==> src/rtl/frc_timer.sv <==
// frc_timer: 64-bit free-running machine timer with prescaler, atomic compare/read, and level interrupt.
//   clk, rst_n            clock; asynchronous active-low reset
//   io_we, io_re          single-cycle register write / read strobes
//   io_adr, io_wdata      word index (0 MTIME_LO, 1 MTIME_HI, 2 CMP_LO, 3 CMP_HI, 4 CTRL, 5 STATUS) and write data
//   io_rdata, io_rvalid   registered read data, valid one cycle after io_re
//   csr_mtie              machine timer interrupt enable
//   frc_cntr_val_leq      registered timer interrupt request (EN & csr_mtie & mtime >= cmp)
module frc_timer #(
   parameter logic [7:0]  DIV_RST = 8'd0,
   parameter logic [63:0] CMP_RST = 64'hFFFF_FFFF_FFFF_FFFF
) (
   input  logic        clk,
   input  logic        rst_n,
   input  logic        io_we,
   input  logic        io_re,
   input  logic [2:0]  io_adr,
   input  logic [31:0] io_wdata,
   output logic [31:0] io_rdata,
   output logic        io_rvalid,
   input  logic        csr_mtie,
   output logic        frc_cntr_val_leq
);
   logic [63:0] mtime, cmp;
   logic [31:0] stage, shadow, rd_mux;
   logic [7:0]  pre, div;
   logic        en, wr_ctrl, clr, tick, ge;
   always_comb begin
      wr_ctrl = io_we && io_adr == 3'd4;
      clr     = wr_ctrl && io_wdata[1];
      tick    = en && pre == div;
      ge      = mtime >= cmp;
      case (io_adr)
         3'd0:    rd_mux = mtime[31:0];
         3'd1:    rd_mux = shadow;
         3'd2:    rd_mux = cmp[31:0];
         3'd3:    rd_mux = stage;
         3'd4:    rd_mux = {16'd0, div, 7'd0, en};
         3'd5:    rd_mux = {31'd0, ge};
         default: rd_mux = 32'd0;
      endcase
   end
   always_ff @(posedge clk or negedge rst_n) begin
      if (!rst_n) begin
         mtime            <= 64'd0;
         pre              <= 8'd0;
         cmp              <= CMP_RST;
         stage            <= CMP_RST[63:32];
         shadow           <= 32'd0;
         en               <= 1'b0;
         div              <= DIV_RST;
         io_rdata         <= 32'd0;
         io_rvalid        <= 1'b0;
         frc_cntr_val_leq <= 1'b0;
      end else begin
         // any CTRL write restarts the prescaler phase
         if (wr_ctrl) begin
            en  <= io_wdata[0];
            div <= io_wdata[15:8];
            pre <= 8'd0;
         end else if (en)
            pre <= tick ? 8'd0 : pre + 8'd1;
         // software writes win over a coincident tick, without carry into the other half
         if (clr)
            mtime <= 64'd0;
         else if (io_we && io_adr == 3'd0)
            mtime[31:0] <= io_wdata;
         else if (io_we && io_adr == 3'd1)
            mtime[63:32] <= io_wdata;
         else if (tick)
            mtime <= mtime + 64'd1;
         // compare is only updated as a whole on the low-half write
         if (io_we && io_adr == 3'd3)
            stage <= io_wdata;
         if (io_we && io_adr == 3'd2)
            cmp <= {stage, io_wdata};
         io_rvalid <= io_re;
         if (io_re)
            io_rdata <= rd_mux;
         if (io_re && io_adr == 3'd0)
            shadow <= mtime[63:32];
         frc_cntr_val_leq <= en & csr_mtie & ge;
      end
   end
endmodule

==> config.mk <==
export PLATFORM = sky130hd
export DESIGN_NAME = frc_timer
export DESIGN_NICKNAME = d
export VERILOG_FILES = /design/src/rtl/frc_timer.sv
export SDC_FILE = /design/constraint.sdc
export NUM_CORES = 1
export LEC_CHECK = 0
export BUFFER_PORTS_ARGS = -buffer_cell sky130_fd_sc_hd__buf_2
export CAP_MARGIN = 20
export CORE_AREA = 2 2 167 169
export CTS_CLUSTER_DIAMETER = 200
export DETAILED_ROUTE_END_ITERATION = 7
export DIE_AREA = 0 0 169 171
export PLACE_DENSITY = 0.73
export SLEW_MARGIN = 20
export SYNTH_ARGS = -nofsm -noshare
export SYNTH_HDL_FRONTEND = slang
export SYNTH_SLANG_ARGS = --single-unit
==> constraint.sdc <==
create_clock -name clk -period 6.4 [get_ports clk]
set_input_delay 0.32 -clock clk [delete_from_list [all_inputs] [get_ports clk]]
set_output_delay 0.32 -clock clk [all_outputs]
set_load 0.005 [all_outputs]
==> Word-level counts from Yosys, hierarchy flattened <==
Index checks and enable logic that the tools add are counted.
Widths: inputs -> output; s select.
{ "op_classes": {"bitwise_logic": 2, "n_lt_le_gt_ge": 1, "shifts": 0, "muxes": 10, "n_div": 0, "eq_ne": 8, "n_reduce_logical": 14, "n_addsub": 2, "mul": 0} }
{ "ops": {"columns": ["op", "n"], "rows": [
  ["$pmux 32 s6", 1],
  ["$mux 32", 4],
  ["$mux 64", 2],
  ["$add 64x1->64 const B", 1],
  ["$ge 64x64->1", 1],
  ["$mux 8", 3],
  ["$add 8x1->8 const B", 1],
  ["$eq 8x8->1", 1],
  ["$logic_and 1x1->1", 8],
  ["$eq 3x2->1 const B", 2],
  ["$eq 3x3->1 const B", 2],
  ["$reduce_bool 3->1", 2],
  ["$reduce_and 2->1", 2],
  ["$eq 3x1->1 const B", 1],
  ["$logic_not 3->1", 1],
  ["$ne 3x3->1 const B", 1],
  ["$and 1x1->1", 2],
  ["$ne 2x2->1 const B", 1],
  ["$reduce_bool 2->1", 1]
]} }
{ "totals": {"elab_cells": 48, "rom_bits": 0, "inputBits": 40, "ramBits": 0, "n_memories": 0, "latch_bits": 0, "ff_bits": 243, "out_inout_bits": 34} }

==> Longest topological paths before layout <==
{ "logic_depth": {"word_depth": 6, "depth_mapped": 10, "depth_no_buf": 9} }

==> Worst setup path before layout <==
No wires, ideal clock.
{ "synth_timing": {"path_type": "flip-flop to flip-flop", "from": "register mtime[0]", "to": "register io_rdata[0]", "period_less_slack_ns": 2.351, "slack_ns": 4.049, "path_stages_with_launch": 10, "t_required_ns": 6.279, "t_arrival_ns": 2.230, "path_buffers": 0, "setup_time_ns": 0.121, "cell_sequence": "dfrtp_1 -> inv_1 -> ha_1 -> nand2b_1 -> a2111o_1 -> a311oi_1 -> a21oi_1 -> o311ai_0 -> a211oi_1 -> o22a_1"} }
{ "synth_via": {"elab_chain_len": 2} }
{ "synth_lines": {"columns": ["element", "line_no", "rtl"], "rows": [
  ["start: declaration", "23", "logic [63:0] mtime, cmp;"],
  ["start signal: assignment", "66", "mtime[31:0] <= io_wdata;"],
  ["start signal: assignment", "70", "mtime <= mtime + 64'd1;"],
  ["$ge 64x64->1", "31", "ge = mtime >= cmp;"],
  ["$pmux 32 s6 *", "32", "case (io_adr)"],
  ["end signal: assignment", "78", "io_rdata <= rd_mux;"],
  ["end: declaration", "18", "output logic [31:0] io_rdata,"]
]} }
Every way passes the cells marked *; elsewhere a longest branch is shown, timed or not.
A chain may end at the register's enable or synchronous reset.

==> Final worst setup path <==
{ "layout_timing": {"from": "input port io_adr[0]", "to": "register mtime[50]"} }
{ "layout_via": {"elab_chain_len": 5, "word_cells_on_any_way": 13, "cone_classes": "eq/ne: 3; mux: 3; reduce/logical: 7"} }
{ "layout_lines": {"columns": ["element", "line_no", "rtl"], "rows": [
  ["start: declaration", "16", "input logic [2:0] io_adr,"],
  ["$eq 3x1->1 / $eq 3x3->1 (equally long branches)", "67, 28", null],
  ["$logic_and 1x1->1, on equally long branches", "67, 28", null],
  ["$mux 32 / $logic_and 1x1->1 (equally long branches)", "67, 29", null],
  ["$mux 32, or another cell as far along", "65", "else if (io_we && io_adr == 3'd0)"],
  ["$mux 64 / $reduce_and 2->1 (equally long branches)", null, null],
  ["end signal: assignment", "68", "mtime[63:32] <= io_wdata;"],
  ["end signal: assignment", "70", null]
]} }
Parallel ways exist; a longest one is shown, timed or not. The select of a mux whose other input is x is not followed.

==> results.md <==
* Lkg Pwr at 6.26 nW
* Sequential-to-total area share from yosys stat at 0.463
* Global-route wire length before repair at 58.7 mm
* Post-layout util at 0.546
* Ys async rst share at 1.00
* Setup Skew at 0.0120 ns
* H-Tree Level Count at 1
* Fin. max-slew vios at 0
* Wire per inst at 21.1 um
* Main area contributors after synthesis: dfrtp_1 27%, dfstp_2 19%, mux2_2 6.2%
* Worst-case clock buffer depth at 3
* Vias at 10,800
* Skew-Pair Late Insertion Delay at 0.54 ns
* Synth-to-layout area growth at 11.2%
* Worst endpoint data arrival time at 3.63 ns
* Most common cell in the netlist: nand2_1
* Worst min-delay path startpoint: io_wdata[2]
* Synth Register Bits at 243
* Post-Syn Area at 13,400 sq um
* PD cells at 315 nW/um^2
* Layout net count at 1,509
* PortBufs at 73
* Worst VDD drop at 173 uV
* Largest area contributor in the netlist: dfrtp_1
* CP max FO at between 40 and 50
* Syn avg cell area at about 9.9 sq um
* Warnings from Yosys at 0
* Clk pin slew, worst setup/hold paths at 0.06 ns
* Final Hold Viols at 0
* I/O Pins at 74
* Initial core utilization at 0.491
* Total negative slack at 0 ns
* CP cell instances: buf_2 > buf_4 > nor2_1 > and3_1 > and2_1 > nor2_1 > o21ai_4 > o21ai_0
* CTS tree: yes
* GRT Total Usage at 0.259
* Prevailing post-synth register cell: dfrtp_1
* Filler Cell Count at roughly 2,400
* Gate Count Post-Synth at 1,361
* Worst relative slew slack at 0.402
* CORE AREA at 27,300 sq um
* DRC errors left at 0
* Vias in the first global route at 10,300
* Worst Hold Class: input port to flop
* GPL Wtd Cong at 0.935
* Total clock sinks at 243
* Yosys top cell area share at 0.274
* Die Height at 171 um
* Unique cell type count in the Yosys netlist at a little under 70
* Number of diodes at 0
* Hold_buf cts at 1
* TritonRoute pass-1 iters at 5
* Root Driver: clkbuf_16
* DP HPWL at 26.1 mm
* RSZ-0062 raised after global routing: no
* Die Width at 169 um
* Reg2Reg Launch Point: mtime[0]$_DFFE_PN0P_
* Fmax at between 300 and 400 MHz
* Synth Net Count at 1,467
* CP endpoint kind: flop
* PostCTS Resize Cnt at 0
* Share of cells above drive strength 1 at 0.241
* Status: finished, final reports clean
* Worst endpoint required time at between 6 and 7 ns
* Crit path kind: input port to flop
* Site Rows at 61
* Drt first-iter violations at 1,111
* Endpoints failing setup at 0
* Worst path most repeated cell: nor2_1
* Largest net degree at the start of global routing at 108
* Post-synth EDFFs at 0
* Initial antenna violation count at 0
* Overflow after GRT at 0
* Final worst path period share at 0.508
* Drt total wl at 37.3 mm
* Top post-synthesis cells by count: 175 x nand2_1, 151 x o21ai_0, 147 x dfrtp_1, 122 x inv_1, 96 x dfstp_2
* Post-CTS Setup Inserts at 0
* Slowest stage delay, CP at roughly 0.76 ns
* DRT antenna net count at 0
* Crit path launch: io_adr[0]
* Startpoint Class: input port
* Die Area at 28,900 sq um
* Tmin final at around 3.3 ns
* Slowest CP cell: nor2_1
* Max-Cap Viols at 0
* Actual slew at the worst max-slew pin at between 0.8 and 0.9 ns
* DR vias/cell at 6.10
* CTS buffer count at 27
worst max-delay path: cells and delay by family:
family                 cells  cell delay, ns
AND/OR/NAND/NOR            4            2.27
AO/OA/AOI/OAI              2            0.58
buffers and inverters      2            0.44
flip-flops by register name, summed over array words and instances, names as in the netlist:
name              cells
frc_cntr_val_leq      1
cmp                  64
pre                   8
io_rvalid             1
io_rdata             32
shadow               32
div                   8
en                    1
mtime                64
stage                32
power breakdown:
part           leakage (nW)  switching [mW]  internal [mW]
Clock                 0.406           0.617          0.847
Sequential             2.92           0.287           1.93
Combinational          2.94           0.560          0.452
routing by layer:
layer / track usage / share of wire / vias up
met5: 0 / 0 / -
met3: 0.0389 / 0.078 / 93
li1: - / - / 4938
met1: 0.365 / 0.42 / 5301
met2: 0.409 / 0.46 / 463
met4: 0.0977 / 0.039 / 0
cells in the final DEF (no fill, tap or decap), types with 8 or more instances in the layout:
cell type and count:
a211oi_1 9, a21o_1 8, a21oi_1 68, a22oi_1 18, and2_1 9, and3_1 10
buf_2 72, buf_4 12, clkbuf_1 12, clkbuf_16 27, dfrtp_1 147, dfstp_2 96
ha_1 66, inv_1 122, mux2_2 74, mux4_2 22, nand2_1 175, nand3_1 35
nand4_1 23, nor2_1 46, nor3_1 10, nor4_1 10, o21a_1 8, o21ai_0 149
o221ai_1 9, o22ai_1 25, o31ai_1 10, xnor2_1 24, xor2_1 9
final cells by class:
cell class                      instances  area (sq um)  share of cell area
Timing Repair Buffer                   87           503              0.0337
Sequential cell                       243          6200               0.416
Clock inverter                          4          20.0             0.00134
Inverter                              122           458              0.0307
Multi-Input combinational cell        922          6490               0.435
Tap cell                              346           433              0.0290
Clock buffer                           45           803              0.0539
logic make-up (layout without fill, tap and decap cells):
logic type	Yosys count	count (layout)	synth area share
buf+inv	196	258	0.0560
compound gates	352	352	0.157
fa+ha+maj	66	66	0.0616
xor+xnor	33	33	0.0216
mux	100	100	0.103
flops	243	243	0.463
simple gates	371	371	0.138
final timing paths:
path                                                  to  slack [ns]  cells past startpoint
worst max-delay path               mtime[50]$_DFFE_PN0P_        3.15                      8
worst min-delay path                  cmp[2]$_DFFE_PN1P_        0.05                      3
max in group asynchronous        io_rdata[2]$_DFFE_PN0P_        4.52                      3
min in group asynchronous         shadow[27]$_DFFE_PN0P_        0.45                      2
worst max register to register   io_rdata[0]$_DFFE_PN0P_        3.33                      9
worst min register to register  io_rdata[10]$_DFFE_PN0P_        0.48                      1
metrics by stage:
stage	cell area [sq um]	instances	hold WS [ns]	power [mW]	setup WS, ns
6_report	14900	1769	0.0456	4.69	3.15
5_1_grt	14900	1769	0.0478	4.94	2.95
4_1_cts	14900	1768	0.0341	4.71	3.09
3_5_place_dp	14000	1718	0.447	3.23	2.54
3_3_place_gp	14000	1718	0.440	3.18	2.71
2_1_floorplan	13400	1361	0.0244	2.82	4.05
(Power assumes the default switching activity.)
